==> src/rtl/grf_mp_pkg.sv <==
// Shared CPU package: register-file geometry constants and the word and
// register-index types used across the decode/writeback datapath.
package cpu_pkg;

    localparam int REG_W     = 32;
    localparam int REG_DEPTH = 32;
    localparam int REG_AW    = 5;
    localparam int ZERO_ADDR = 0;

    typedef logic [REG_W-1:0]  word_t;
    typedef logic [REG_AW-1:0] ridx_t;

endpackage

==> src/rtl/grf_mp_if.sv <==
// Register-file access bus: write ports, read ports and the busy scoreboard.
// The master drives addresses, data and scoreboard sets. The slave (the
// register file) returns read data, per-port busy bits and the full
// scoreboard.
interface grf_mp_if
    import cpu_pkg::*;
#(
    parameter int DATA_W = REG_W,
    parameter int DEPTH  = REG_DEPTH,
    parameter int NR     = 2,
    parameter int NW     = 1
) ();
    localparam int AW = $clog2(DEPTH);

    logic [NW-1:0]        we;
    logic [NW*AW-1:0]     waddr;
    logic [NW*DATA_W-1:0] wdata;
    logic [NR*AW-1:0]     raddr;
    logic [NR*DATA_W-1:0] rdata;
    logic [NR-1:0]        rbusy;
    logic                 bset;
    logic [AW-1:0]        bset_addr;
    logic [DEPTH-1:0]     busy_vec;

    modport master (
        output we, waddr, wdata, raddr, bset, bset_addr,
        input  rdata, rbusy, busy_vec
    );

    modport slave (
        input  we, waddr, wdata, raddr, bset, bset_addr,
        output rdata, rbusy, busy_vec
    );
endinterface

==> src/rtl/grf_wr_arb.sv <==
// Write-port arbiter: folds NW write ports into a per-register write enable
// and write data. When several ports target one register, the
// highest-indexed port wins. The same result feeds both the register update
// and the read bypass.
module grf_wr_arb
    import cpu_pkg::*;
#(
    parameter int DATA_W = REG_W,
    parameter int DEPTH  = REG_DEPTH,
    parameter int NW     = 1,
    localparam int AW    = $clog2(DEPTH)
) (
    input  logic [NW-1:0]        we_i,
    input  logic [NW*AW-1:0]     waddr_i,
    input  logic [NW*DATA_W-1:0] wdata_i,
    output logic [DEPTH-1:0]     wen_o,
    output logic [DATA_W-1:0]    wdat_o [DEPTH]
);

    // Priority select: later (higher-indexed) ports overwrite earlier ones.
    always_comb begin
        wen_o = '0;
        for (int i = 0; i < DEPTH; i++) begin
            wdat_o[i] = '0;
        end
        for (int k = 0; k < NW; k++) begin
            wen_o[waddr_i[k*AW +: AW]]  = wen_o[waddr_i[k*AW +: AW]] | we_i[k];
            wdat_o[waddr_i[k*AW +: AW]] = we_i[k] ? wdata_i[k*DATA_W +: DATA_W]
                                                  : wdat_o[waddr_i[k*AW +: AW]];
        end
    end

endmodule

==> src/rtl/grf_mp.sv <==
// Multi-port general register file with a busy scoreboard. It has NR
// combinational read ports and NW synchronous write ports. An optional
// hardwired zero register is controlled by ZERO_REG.
// Optional write-to-read forwarding is enabled by defining GRF_BYPASS_EN.
module grf_mp
    import cpu_pkg::*;
#(
    parameter int DATA_W   = REG_W,
    parameter int DEPTH    = REG_DEPTH,
    parameter int NR       = 2,
    parameter int NW       = 1,
    parameter int ZERO_REG = 1
) (
    input  logic     clk,
    input  logic     reset,
    grf_mp_if.slave  bus
);
    localparam int AW = $clog2(DEPTH);

    logic [DEPTH-1:0]     wr_en;
    logic [DATA_W-1:0]    wr_data [DEPTH];
    logic [DATA_W-1:0]    regs_q  [DEPTH];
    logic [DATA_W-1:0]    regs_d  [DEPTH];
    logic [DEPTH-1:0]     busy_q;
    logic [DEPTH-1:0]     busy_d;
    logic [AW-1:0]        rd_addr [NR];
    logic [NR*DATA_W-1:0] rdata_c;
    logic [NR-1:0]        rbusy_c;

    grf_wr_arb #(
        .DATA_W (DATA_W),
        .DEPTH  (DEPTH),
        .NW     (NW)
    ) u_wr_arb (
        .we_i    (bus.we),
        .waddr_i (bus.waddr),
        .wdata_i (bus.wdata),
        .wen_o   (wr_en),
        .wdat_o  (wr_data)
    );

    for (genvar j = 0; j < NR; j++) begin : g_rd_addr
        assign rd_addr[j] = bus.raddr[j*AW +: AW];
    end

    // Next state: writes update data and retire busy bits. A new producer
    // (bset) is applied after the clear, so set wins over clear.
    always_comb begin
        busy_d = busy_q;
        for (int i = 0; i < DEPTH; i++) begin
            regs_d[i] = wr_en[i] ? wr_data[i] : regs_q[i];
            busy_d[i] = busy_q[i] & ~wr_en[i];
        end
        busy_d[bus.bset_addr] = busy_d[bus.bset_addr] | bus.bset;
        regs_d[ZERO_ADDR]     = (ZERO_REG != 0) ? '0   : regs_d[ZERO_ADDR];
        busy_d[ZERO_ADDR]     = (ZERO_REG != 0) ? 1'b0 : busy_d[ZERO_ADDR];
    end

    // Register and scoreboard state, cleared by synchronous reset.
    always_ff @(posedge clk) begin
        if (reset) begin
            regs_q <= '{default: '0};
            busy_q <= '0;
        end else begin
            regs_q <= regs_d;
            busy_q <= busy_d;
        end
    end

    // Read ports: registered contents, optionally forwarded from this
    // cycle's writes. The zero register always reads 0.
    always_comb begin
        rdata_c = '0;
        rbusy_c = '0;
        for (int j = 0; j < NR; j++) begin
`ifdef GRF_BYPASS_EN
            rdata_c[j*DATA_W +: DATA_W] = wr_en[rd_addr[j]] ? wr_data[rd_addr[j]]
                                                            : regs_q[rd_addr[j]];
            rbusy_c[j] = busy_q[rd_addr[j]] &
                         ~(wr_en[rd_addr[j]] & ~(bus.bset & (bus.bset_addr == rd_addr[j])));
`else
            rdata_c[j*DATA_W +: DATA_W] = regs_q[rd_addr[j]];
            rbusy_c[j] = busy_q[rd_addr[j]];
`endif
            rdata_c[j*DATA_W +: DATA_W] =
                ((ZERO_REG != 0) && (rd_addr[j] == AW'(ZERO_ADDR))) ? '0
                                                                    : rdata_c[j*DATA_W +: DATA_W];
        end
    end

    assign bus.rdata    = rdata_c;
    assign bus.rbusy    = rbusy_c;
    assign bus.busy_vec = busy_q;

endmodule

==> src/flat_wrapper.sv <==
// flat-port wrapper written by rule: the top's interface ports become plain ports
module grf_mp_flat import cpu_pkg::*;
#(
    parameter int DATA_W   = REG_W,
    parameter int DEPTH    = REG_DEPTH,
    parameter int NR       = 2,
    parameter int NW       = 1,
    parameter int ZERO_REG = 1
)
  (clk, reset, bus_we, bus_waddr, bus_wdata, bus_raddr, bus_bset, bus_bset_addr, bus_rdata, bus_rbusy, bus_busy_vec);
  grf_mp_if #(.DATA_W(DATA_W), .DEPTH(DEPTH), .NR(NR), .NW(NW)) bus_i ();
  input  logic clk;
  input  logic reset;
  input wire logic [$bits(bus_i.we)-1:0] bus_we;
  input wire logic [$bits(bus_i.waddr)-1:0] bus_waddr;
  input wire logic [$bits(bus_i.wdata)-1:0] bus_wdata;
  input wire logic [$bits(bus_i.raddr)-1:0] bus_raddr;
  input wire logic [$bits(bus_i.bset)-1:0] bus_bset;
  input wire logic [$bits(bus_i.bset_addr)-1:0] bus_bset_addr;
  output wire logic [$bits(bus_i.rdata)-1:0] bus_rdata;
  output wire logic [$bits(bus_i.rbusy)-1:0] bus_rbusy;
  output wire logic [$bits(bus_i.busy_vec)-1:0] bus_busy_vec;
  assign bus_i.we = bus_we;
  assign bus_i.waddr = bus_waddr;
  assign bus_i.wdata = bus_wdata;
  assign bus_i.raddr = bus_raddr;
  assign bus_i.bset = bus_bset;
  assign bus_i.bset_addr = bus_bset_addr;
  assign bus_rdata = bus_i.rdata;
  assign bus_rbusy = bus_i.rbusy;
  assign bus_busy_vec = bus_i.busy_vec;
  grf_mp #(.DATA_W(DATA_W), .DEPTH(DEPTH), .NR(NR), .NW(NW), .ZERO_REG(ZERO_REG)) u_core (.clk(clk), .reset(reset), .bus(bus_i));
endmodule
==> config.mk <==
export PLATFORM = sky130hd
export DESIGN_NAME = grf_mp_flat
export DESIGN_NICKNAME = d
export VERILOG_FILES = /design/src/rtl/grf_mp_pkg.sv /design/src/rtl/grf_mp_if.sv /design/src/rtl/grf_wr_arb.sv /design/src/rtl/grf_mp.sv /design/src/flat_wrapper.sv
export SDC_FILE = /design/constraint.sdc
export NUM_CORES = 2
export LEC_CHECK = 0
export ABC_CLOCK_PERIOD_IN_PS = 7320
export CAP_MARGIN = 20
export CORE_MARGIN = 3
export CORE_UTILIZATION = 40
export DETAILED_ROUTE_END_ITERATION = 7
export GPL_ROUTABILITY_DRIVEN = 1
export PLACE_DENSITY = 0.58
export SYNTH_ARGS = -nofsm -noshare
export SYNTH_HDL_FRONTEND = slang
export SYNTH_SLANG_ARGS = --single-unit
==> constraint.sdc <==
create_clock -name clk -period 7.32 [get_ports clk]
set_clock_uncertainty 0.15 [all_clocks]
set_input_delay 1.464 -clock clk [delete_from_list [all_inputs] [get_ports clk]]
set_output_delay 1.464 -clock clk [all_outputs]
set_load 0.1 [all_outputs]
==> run metrics <==
cell area after layout=~59,000 um^2; mux share of post-synthesis cell area=28.1%; Synth Area in Simple Gates=around 16%; top cell type by total area after synthesis=dfxtp_1; row count=about 130; flop and latch count out of synthesis=between 1,000 and 1,500; fin cells=7,294; Starting Density=between 40% and 50%; chip height=about 370 um; Setup Fix Bufs, Post-CTS=0; max cap viols=0; top-area cell type share of the netlist area=roughly 39%; Seq/Total Area, Yosys=between 30% and 40%; PD cells=approximately 210 nW/um^2; Fin Setup TNS=0 ns; Final Power=12.6 mW; Detailed Route WL=approximately 210 mm; 1st-iter DRT viols=6,174; ranking of synthesized cells by area=dfxtp_1 (39%), mux4_2 (25%), nand2_1 (15%); Setup CP Type=in2out; hold path cells=2; worst vdd ir=approximately 0.17 mV; Syn Inst Count=5,664; routability congestion estimate from global placement=around 0.87; Syn Area/Cell=a little over 9 um^2; layout cells sized above 1=around a fifth; post-synthesis xor/xnor area fraction=less than 1%; nets@finish=approximately 5,500; Critical Path Start Type=input pin; input/output buffers=152; Area Growth Syn to Fin=13.1%; FFs w/ async S/R, synth=0%; number of global-route vias before repair=roughly 43,000; period utilization=approximately 82%; Worst EP required=5.71 ns; placed instance area=54,900 um^2; vias per inst=6.22; setup violators final=0; CTS H-tree depth=3; Num CTS Buffers=between 100 and 150; Hold-fix buffers, CTS=0; final period demand of the worst path=roughly 6.0 ns; placeable core region=129,000 um^2; outcome=finished clean; Hold Fails Final Rpt=0; initial antenna violation count=7; Adder-Cell Fraction of Synth Area=0%; first-pass GRT wire length=slightly above 300 mm; Ys Warns=0; Yosys cell types=52; largest net degree at the start of global routing=about 210; grt ovf=0; DR pass1 iterations=6; Final Max Tran Viols=0; Post-Syn Area=52,200 um^2; Worst-path clk slew=about 0.060 ns; DR WL/cell=~29 um; LEAKAGE=approximately 19 nW; Fmax achieved=between 150 and 200 MHz; Die ar.=between 100,000 and 150,000 um^2; Syn Nets=between 5,000 and 6,000; DIE WIDTH=about 370 um; number of synthesized flops with an enable pin=0; crit path DAT=4.42 ns; Sink Count=slightly above 1,000; Via Count=about 45,000; main combinational cell family by area after synthesis=multiplexers; top cells by count, synth=nand2_1 (2,035), dfxtp_1 (1,023), a21oi_1 (1,019), mux4_2 (585), clkbuf_1 (476); CTS tree=built; Crit Path Max Fanout=73; Overall Global Routing Usage=30.4%; Most used DFF post-synth=dfxtp_1; hpwl dp=between 100 and 150 mm; Routed Antenna Nets=0; HP Class=reg2reg; Critical Path End Type=primary output; compound-cell area share of the yosys netlist=between 10% and 20%; top-count cell post-synth=nand2_1; placed instance count=about 7,000; slew margin rel.=9.56%; Slew @ Worst Pin=~1.4 ns; I/O pin total=between 150 and 200; DRC Markers=0; clock latency on the worst-skew pair=slightly above 0.7 ns; Clock Tree Root=clkbuf_16; RSZ-0062 raised after global routing=no; post_cts resized=0; CTS max path bufs=3; r2r worst-path depth=6
## worst max-delay path, stage by stage
cell and delay [ns]:
buf_8 0.68, buf_12 0.46, mux4_2 0.57, mux4_2 0.49, mux2_2 0.34, buf_4 0.25
## state kept, by name, summed over array words and instances, names as in the netlist
signal and count:
u_core.regs_q 992, u_core.bus.busy_vec 31
## per-stage QoR
step                setup slack (ns)  util [%]  hold slack (ns)
floorplan                      0.669         -            0.289
global placement                1.30      42.5            0.298
detailed placement              1.28      42.7            0.306
CTS                             1.29      45.7            0.314
global route                    1.18      45.9            0.332
finish                          1.29      45.9            0.313
## final cells by class
cell class | count | area, um^2
inverter | 2 | 7.51
antenna | 2 | 5.00
clock buffer | 169 | 3270
timing repair buffer | 292 | 3100
tap | 1729 | 2160
fill | 12100 | 69500
clock inverter | 37 | 472
sequential | 1023 | 20500
multi-input combinational | 4040 | 29500
## worst paths after layout
check             slack [ns]                 endpoint                     from
setup / recovery        1.29            bus_rdata[60]             bus_raddr[5]
hold / removal          0.31        u_core.regs_q[58]        u_core.regs_q[58]
setup reg to reg        4.61  u_core.bus.busy_vec[31]  u_core.bus.busy_vec[24]
hold reg to reg         0.31        u_core.regs_q[58]        u_core.regs_q[58]
## power breakdown
group	switching [mW]	leakage, nW	internal (mW)
sequential	0.0360	8.25	5.61
combinational	0.723	8.78	0.332
clock	2.44	1.85	3.42
## cells in the final DEF (no fill, tap or decap), types with 4 or more instances in the layout
cell,n
nand2_1,2010
dfxtp_1,1023
a21oi_1,1019
mux4_2,585
buf_4,165
mux2_2,123
clkbuf_16,116
clkdlybuf4s50_1,75
a22o_1,57
nor2_1,36
clkbuf_1,33
nand2_2,26
nor2_4,24
a211oi_1,24
clkbuf_8,23
clkinv_2,21
buf_12,20
buf_16,18
nand3_1,13
mux2i_1,11
o21ai_0,10
bufinv_16,10
a221oi_1,9
o31ai_1,9
a311oi_1,7
buf_8,7
nor2b_1,6
nand2b_1,5
nand4_1,5
a32oi_1,5
a21boi_0,5
nand3b_1,4
## per-layer routing
layer	GRT usage (%)	wire length, um
met5	0.214	107
met3	6.47	21700
met1	38.7	79200
met4	16.0	13000
met2	48.4	96900
## cells by family (layout without fill, tap and decap cells)
logic type / Yosys count / after routing
AND/OR/NAND/NOR: 2167 / 2167
other: 1 / 3
XOR/XNOR: 1 / 1
AO/OA/AOI/OAI: 1152 / 1152
buffers and inverters: 601 / 500
multiplexers: 719 / 719
flip-flops: 1023 / 1023
No activity file was read; power rests on OpenSTA's default activity.
